**config.mk**
```make
export PLATFORM = sky130hd
export DESIGN_NAME = uart_rx_ctrl
export DESIGN_NICKNAME = d
export VERILOG_FILES = /design/src/rtl/uart_rx_ctrl.sv
export SDC_FILE = /design/constraint.sdc
export NUM_CORES = 1
export LEC_CHECK = 0
export CAP_MARGIN = 40
export CORE_ASPECT_RATIO = 2
export CORE_MARGIN = 2
export CORE_UTILIZATION = 40
export DETAILED_ROUTE_END_ITERATION = 16
export MAX_ROUTING_LAYER = met4
export SYNTH_ARGS = -nofsm -noshare
export SYNTH_HDL_FRONTEND = slang
export SYNTH_SLANG_ARGS = --single-unit
```
**constraint.sdc**
```tcl
create_clock -name CLK -period 4.3 [get_ports CLK]
set_input_delay 0.86 -clock CLK [delete_from_list [all_inputs] [get_ports CLK]]
set_output_delay 0.86 -clock CLK [all_outputs]
set_load 0.01 [all_outputs]
```
**src/rtl/uart_rx_ctrl.sv**
```systemverilog
// UART receive sequencer: start detection, edge/bit counting, frame deserialisation
// and start/parity/stop checking with one-cycle result pulses.
module uart_rx_ctrl #(
  parameter int DATA_WIDTH = 8
) (
  input  logic                  CLK,
  input  logic                  RST,
  input  logic                  RX_IN,
  input  logic [5:0]            prescale,
  input  logic                  PAR_EN,
  input  logic                  PAR_TYP,
  input  logic                  sampled_bit,
  output logic                  dat_samp_en,
  output logic [5:0]            edge_cnt,
  output logic [3:0]            bit_cnt,
  output logic [DATA_WIDTH-1:0] P_DATA,
  output logic                  data_valid,
  output logic                  par_err,
  output logic                  stp_err
);

  typedef enum logic [2:0] {
    IDLE,
    START,
    DATA,
    PARITY,
    STOP
  } state_t;

  state_t                r_state;
  logic [5:0]            r_ps;
  logic                  r_par_en;
  logic                  r_par_typ;
  logic                  r_par_mis;
  logic [DATA_WIDTH-1:0] r_shift;

  logic                  w_ps_legal;
  logic                  w_last_edge;
  logic                  w_stop_bad;
  logic                  w_par_bad;
  logic [DATA_WIDTH-1:0] w_shift_nxt;

  always_comb begin
    w_ps_legal  = (prescale == 6'd8) || (prescale == 6'd16) || (prescale == 6'd32);
    w_last_edge = (edge_cnt == (r_ps - 6'd1));
    w_stop_bad  = ~sampled_bit;
    w_par_bad   = r_par_en & r_par_mis;
    // LSB-first: each new bit enters at the top and works its way down.
    w_shift_nxt = r_shift >> 1;
    w_shift_nxt[DATA_WIDTH-1] = sampled_bit;
  end

  always_ff @(posedge CLK or negedge RST) begin
    if (!RST) begin
      r_state     <= IDLE;
      r_ps        <= '0;
      r_par_en    <= 1'b0;
      r_par_typ   <= 1'b0;
      r_par_mis   <= 1'b0;
      r_shift     <= '0;
      dat_samp_en <= 1'b0;
      edge_cnt    <= '0;
      bit_cnt     <= '0;
      P_DATA      <= '0;
      data_valid  <= 1'b0;
      par_err     <= 1'b0;
      stp_err     <= 1'b0;
    end else begin
      data_valid <= 1'b0;
      par_err    <= 1'b0;
      stp_err    <= 1'b0;

      if (r_state == IDLE) begin
        dat_samp_en <= 1'b0;
        edge_cnt    <= '0;
        bit_cnt     <= '0;
        if (!RX_IN && w_ps_legal) begin
          r_state     <= START;
          r_ps        <= prescale;
          r_par_en    <= PAR_EN;
          r_par_typ   <= PAR_TYP;
          r_par_mis   <= 1'b0;
          dat_samp_en <= 1'b1;
        end
      end else begin
        if (w_last_edge) begin
          edge_cnt <= '0;
          bit_cnt  <= bit_cnt + 4'd1;
        end else begin
          edge_cnt <= edge_cnt + 6'd1;
        end

        if (w_last_edge) begin
          case (r_state)
            START: begin
              if (sampled_bit) begin
                r_state     <= IDLE;
                dat_samp_en <= 1'b0;
                edge_cnt    <= '0;
                bit_cnt     <= '0;
              end else begin
                r_state <= DATA;
              end
            end
            DATA: begin
              r_shift <= w_shift_nxt;
              if (bit_cnt == 4'(DATA_WIDTH)) begin
                r_state <= r_par_en ? PARITY : STOP;
              end
            end
            PARITY: begin
              r_par_mis <= sampled_bit ^ (^r_shift) ^ r_par_typ;
              r_state   <= STOP;
            end
            STOP: begin
              r_state     <= IDLE;
              dat_samp_en <= 1'b0;
              edge_cnt    <= '0;
              bit_cnt     <= '0;
              stp_err     <= w_stop_bad;
              par_err     <= w_par_bad;
              if (!w_stop_bad && !w_par_bad) begin
                data_valid <= 1'b1;
                P_DATA     <= r_shift;
              end
            end
            default: r_state <= IDLE;
          endcase
        end
      end
    end
  end

endmodule

```
Word-level counts from Yosys, hierarchy flattened
Cells that the tools add are included.
{"block": "totals", "regBits": 42, "inputBits": 12, "out_inout_bits": 22, "elab_cells": 86}
{"block": "op_classes", "addsub": 3, "n_eq_ne": 12, "n_mux": 36, "bitwise_logic": 5, "reduce_logical": 17}
{"op": "6-bit 2-to-1 mux", "n": 4}
{"op": "1-bit 2-to-1 mux", "n": 18}
{"op": "4-bit 2-to-1 mux", "n": 4}
{"op": "3-bit 2-to-1 mux", "n": 5}
{"op": "6-bit case mux with 2 select lines", "n": 1}
{"op": "3-bit AND reduction", "n": 4}
{"op": "3-bit case mux with 3 select lines", "n": 1}
{"op": "4-bit case mux with 2 select lines", "n": 1}
{"op": "8-bit parity", "n": 1}
{"op": "6-bit by 1-bit adder with 6-bit output, second input constant", "n": 1}
{"op": "3-bit by 2-bit equality test with 1-bit output, second input constant", "n": 2}
{"op": "6-bit by 4-bit equality test with 1-bit output, second input constant", "n": 1}
{"op": "6-bit by 5-bit equality test with 1-bit output, second input constant", "n": 1}
{"op": "6-bit equality test", "n": 1}
{"op": "6-bit equality test, second input constant", "n": 1}
{"op": "3-bit inequality test, second input constant", "n": 2}
{"op": "6-bit by 1-bit subtractor with 6-bit output, second input constant", "n": 1}
{"op": "4-bit by 1-bit adder with 4-bit output, second input constant", "n": 1}
{"op": "4-bit equality test, second input constant", "n": 1}
{"op": "4-bit AND reduction", "n": 1}
{"op": "2-bit nonzero test", "n": 2}
{"op": "3-bit by 1-bit equality test with 1-bit output, second input constant", "n": 1}
{"op": "3-bit equality test, second input constant", "n": 1}
{"op": "3-bit zero test", "n": 1}
{"op": "other kinds (11)", "n": 16}

Logic depth before layout (Yosys ltp)
{"block": "logic_depth", "depth_word": 7, "mapped_depth": 9, "ltp_nobuf": 7}

Worst setup path before layout
No wires, ideal clock.
{"block": "synth_path", "path_type": "flip-flop to flip-flop", "startpoint": "register r_ps[0]", "endpoint": "register P_DATA[0]", "setup_ns": 0.125, "t_arrival_ns": 2.467, "required_time_ns": 4.175, "slack_ns": 1.708, "stages_incl_launch_ff": 10, "n_path_buf": 2, "period_less_slack_ns": 2.592, "cell_sequence": "dfrtp_1 -> inv_1 -> ha_1 -> nor2b_1 -> or3_1 -> a31o_2 -> buf_4 -> or4_4 -> buf_6 -> mux2_4"}
{"block": "synth_via", "elab_chain_len": 3}
{"element": "start, declared", "line_no": "31", "text": "logic [5:0] r_ps;"}
{"element": "start signal, assigned", "line_no": "79", "text": "r_ps <= prescale;"}
{"element": "6-bit by 1-bit subtractor with 6-bit output", "line_no": "45", "text": "w_last_edge = (edge_cnt == (r_ps - 6'd1));"}
{"element": "6-bit equality test", "line_no": "45"}
{"element": "4-bit AND reduction (no line)"}
{"element": "end signal, assigned", "line_no": "124", "text": "P_DATA <= r_shift;"}
{"element": "end, declared", "line_no": "16", "text": "output logic [DATA_WIDTH-1:0] P_DATA,"}
No other way between the ends.
A chain may end at the register's enable or synchronous reset.

Worst setup path after layout
{"block": "layout_path", "startpoint": "register r_ps[0]", "endpoint": "register r_shift[3]"}
{"block": "layout_via", "elab_chain_len": 3}
{"element": "6-bit by 1-bit subtractor with 6-bit output", "line_no": "45"}
{"element": "6-bit equality test", "line_no": "45"}
{"element": "3-bit AND reduction (no line)"}
{"element": "end signal, assigned", "line_no": "106", "text": "r_shift <= w_shift_nxt;"}
{"element": "end, declared", "line_no": "35", "text": "logic [DATA_WIDTH-1:0] r_shift;"}
No other way between the ends.

==> impl_metrics.tcl <==
set metrics [dict create \
    dpl.hpwl_mm 3.35 \
    maxCapViolations 0 \
    total_power_uw 807 \
    ys_async_sr_fraction 1.00 \
    ys_types 40 \
    finish.utilization 0.517 \
    synth_top_family_by_area "simple AND/OR/NAND/NOR gates" \
    dieArea_um2 6020 \
    ys_seq_area_frac 0.488 \
    fillers 486 \
    cts_buffers 5 \
    worstSetupPathType "flip-flop to flip-flop" \
    synth_edf_count 0 \
    initial_core_util 0.415 \
    yosysTopAreaCellShare 0.488 \
    synthXorXnorAreaFrac 0.0837 \
    rsz0062_at_grt "false" \
    tightest_slew_ns 0.940 \
    vias_per_cell 5.56 \
    power_density_nw_per_um2 301 \
    path_max_fanout 8 \
    register_area_um2 1050 \
    tns_ns 0 \
    drt_iter0_markers 45 \
    finalNetCount 238 \
    status "finished, final reports clean" \
    final_cell_mix "dfrtp_1 (42), clkdlybuf4s50_1 (32), mux2_2 (14)" \
    grt_max_degree 33 \
    endpoint_kind "flip-flop" \
    cts_root_buffer "clkbuf_8" \
    synthSimpleGateAreaFrac 0.155 \
    vias 1563 \
    synth-seq-cells 42 \
    synth_nets 203 \
    grt_pass1_vias 1571 \
    num_rows 37 \
    cts_buffer_depth 2 \
    design_area_um2 2680 \
    critPathLaunchType "flip-flop" \
    cts.htree.levels 2 \
    drt_pre_antenna_iters 4 \
    grt_pass1_wl_mm 7.44 \
    synthMuxAreaShare 0.134 \
    grt_usage 0.164 \
    core_area_um2 5180 \
    postCtsResizedCells 0 \
    fp.dieH_um 108 \
    synthAdderAreaFrac 0.0232 \
    final-setup-viol-count 0 \
    gp_congestion 0.765 \
    skew_ns 0.00779 \
    arrival_ns 2.92 \
    layout_commonest_cell "dfrtp_1" \
    die_x_um 55.9 \
    postRouteAntennaNets 0 \
    layout-drive-gt1-share 0.175 \
    area_delta_synth_final_pct 24.5 \
    syn-cell-area_um2 2150 \
    grt-ovfl-total 0 \
    synth.area.top_cells "dfrtp_1 (49%), mux2_2 (7.3%), mux2_4 (5.6%), xnor2_1 (4.1%), xor2_1 (3.3%)" \
    crit_buf_inv 1 \
    period_minus_slack_ns 2.74 \
    cts_setup_buffers 0 \
    leakagePower_uw 0.00118 \
    wl_per_cell_um 15.9 \
    fmax_ghz 0.365 \
    synth_compound_area_frac 0.0872 \
    min-delay-path-class "input pin to asynchronous set/reset pin" \
    drt_wl_total_mm 4.48 \
    clock_latency_ns 0.30 \
    synth_top_cell_by_area "dfrtp_1" \
    pin_count 34 \
    finalMaxSlewViolations 0 \
    num_antenna_cells 0 \
    placed_cell_area_um2 2540 \
    antenna_found_initial 0 \
    io_buffers 33 \
    path_clk_slew_ns 0.08 \
    crit_required_ns 4.48 \
    cts_num_sinks 42 \
    relSlewSlack 0.373 \
    multi_input_area_um2 1040 \
    crit_family "simple AND/OR/NAND/NOR gates" \
    ir_drop_uv 346 \
    synth-main-ff-cell "dfrtp_1" \
    ctsHoldBuffers 0 \
    crit_chain "inv_1 -> ha_1 -> nor2b_1 -> or3_1 -> a31oi_1 -> nand3_1 -> mux2_2" \
    syn-instance-count 187 \
    drc_errors 0 \
    fin_crit_sh 0.638 \
    cpPeakStageDelay_ns 0.52 \
    cp_slowest_cell "a31oi_1" \
    synth_area_per_cell_um2 11.5 \
    ys_warn_count 0 \
    hold_viol 0 \
    cts_tree "built" \
]
-- layout make-up --
type	instances	area share
flip-flops and latches	42	0.392
multi-input cells	132	0.387
repair buffers	35	0.132
clock buffers	6	0.0308
well taps	58	0.0271
clock inverters	2	0.0224
inverters	6	0.00840
-- Yosys cell counts, types with 2 or more instances --
cell type	number
xnor2_1	10
a31oi_1	2
or3_1	2
clkbuf_1	4
nor2b_1	4
and2_1	2
o21ai_0	7
ha_1	4
mux2_2	14
o31ai_1	3
a21oi_1	6
inv_1	6
nor2_1	9
nand4_1	5
o21a_1	2
or4_4	2
nand3_1	4
mux2_4	8
nand2_1	11
nand3b_1	2
nor3_1	12
dfrtp_1	42
xor2_1	8
buf_4	2
-- per-layer routing --
layer	vias up	wire, um	GRT usage
met5	-	0	-
met4	0	78	0.0680
met3	6	156	0.0288
met2	37	2560	0.296
met1	787	1680	0.176
li1	733	-	-
-- final timing paths --
path / start / end / slack (ns) / depth (start not counted)
min in group CLK: P_DATA[5]$_DFFE_PN0P_ / P_DATA[5]$_DFFE_PN0P_ / 0.51 / 1
hold / removal: RST / stp_err$_DFF_PN0_ / 0.43 / 1
hold reg to reg: P_DATA[5]$_DFFE_PN0P_ / P_DATA[5]$_DFFE_PN0P_ / 0.51 / 1
setup reg to reg: r_ps[0]$_DFFE_PN0P_ / r_shift[3]$_DFFE_PN0P_ / 1.56 / 7
max in group asynchronous: RST / r_shift[5]$_DFFE_PN0P_ / 3.40 / 2
setup / recovery: r_ps[0]$_DFFE_PN0P_ / r_shift[3]$_DFFE_PN0P_ / 1.56 / 7
-- kinds of logic (layout without fill, tap and decap cells) --
| kind of cell | count (synthesis) | in the layout |
|---|---|---|
| compound gates | 26 | 26 |
| xor+xnor | 19 | 19 |
| fa+ha+maj | 4 | 4 |
| buf+inv | 13 | 49 |
| flops | 42 | 42 |
| mux | 23 | 23 |
| simple gates | 60 | 60 |
-- per-stage QoR --
| stage | std cells | worst slack [ns] | hold WS, ns |
|---|---|---|---|
| final | 281 | 1.56 | 0.427 |
| after global routing | 281 | 1.39 | 0.438 |
| after CTS | 281 | 1.54 | 0.432 |
| after detailed placement | 273 | 1.51 | 0.497 |
| after global placement | 272 | 1.55 | 0.500 |
| after floorplan | 187 | 1.71 | 0.500 |
-- power by group --
part	total, uW	switching, uW	internal (uW)
clock network	385	138	248
registers	396	0.704	395
logic	26.1	12.9	13.2
total	807	151	656
-- flip-flops by register name, summed over array words and instances, names as in the netlist --
name and count:
P_DATA 8, bit_cnt 4, dat_samp_en 1, data_valid 1
edge_cnt 6, par_err 1, r_par_en 1, r_par_mis 1
r_par_typ 1, r_ps 6, r_shift 8, r_state 3
stp_err 1
Note: power is estimated with default switching activity, not from simulation.
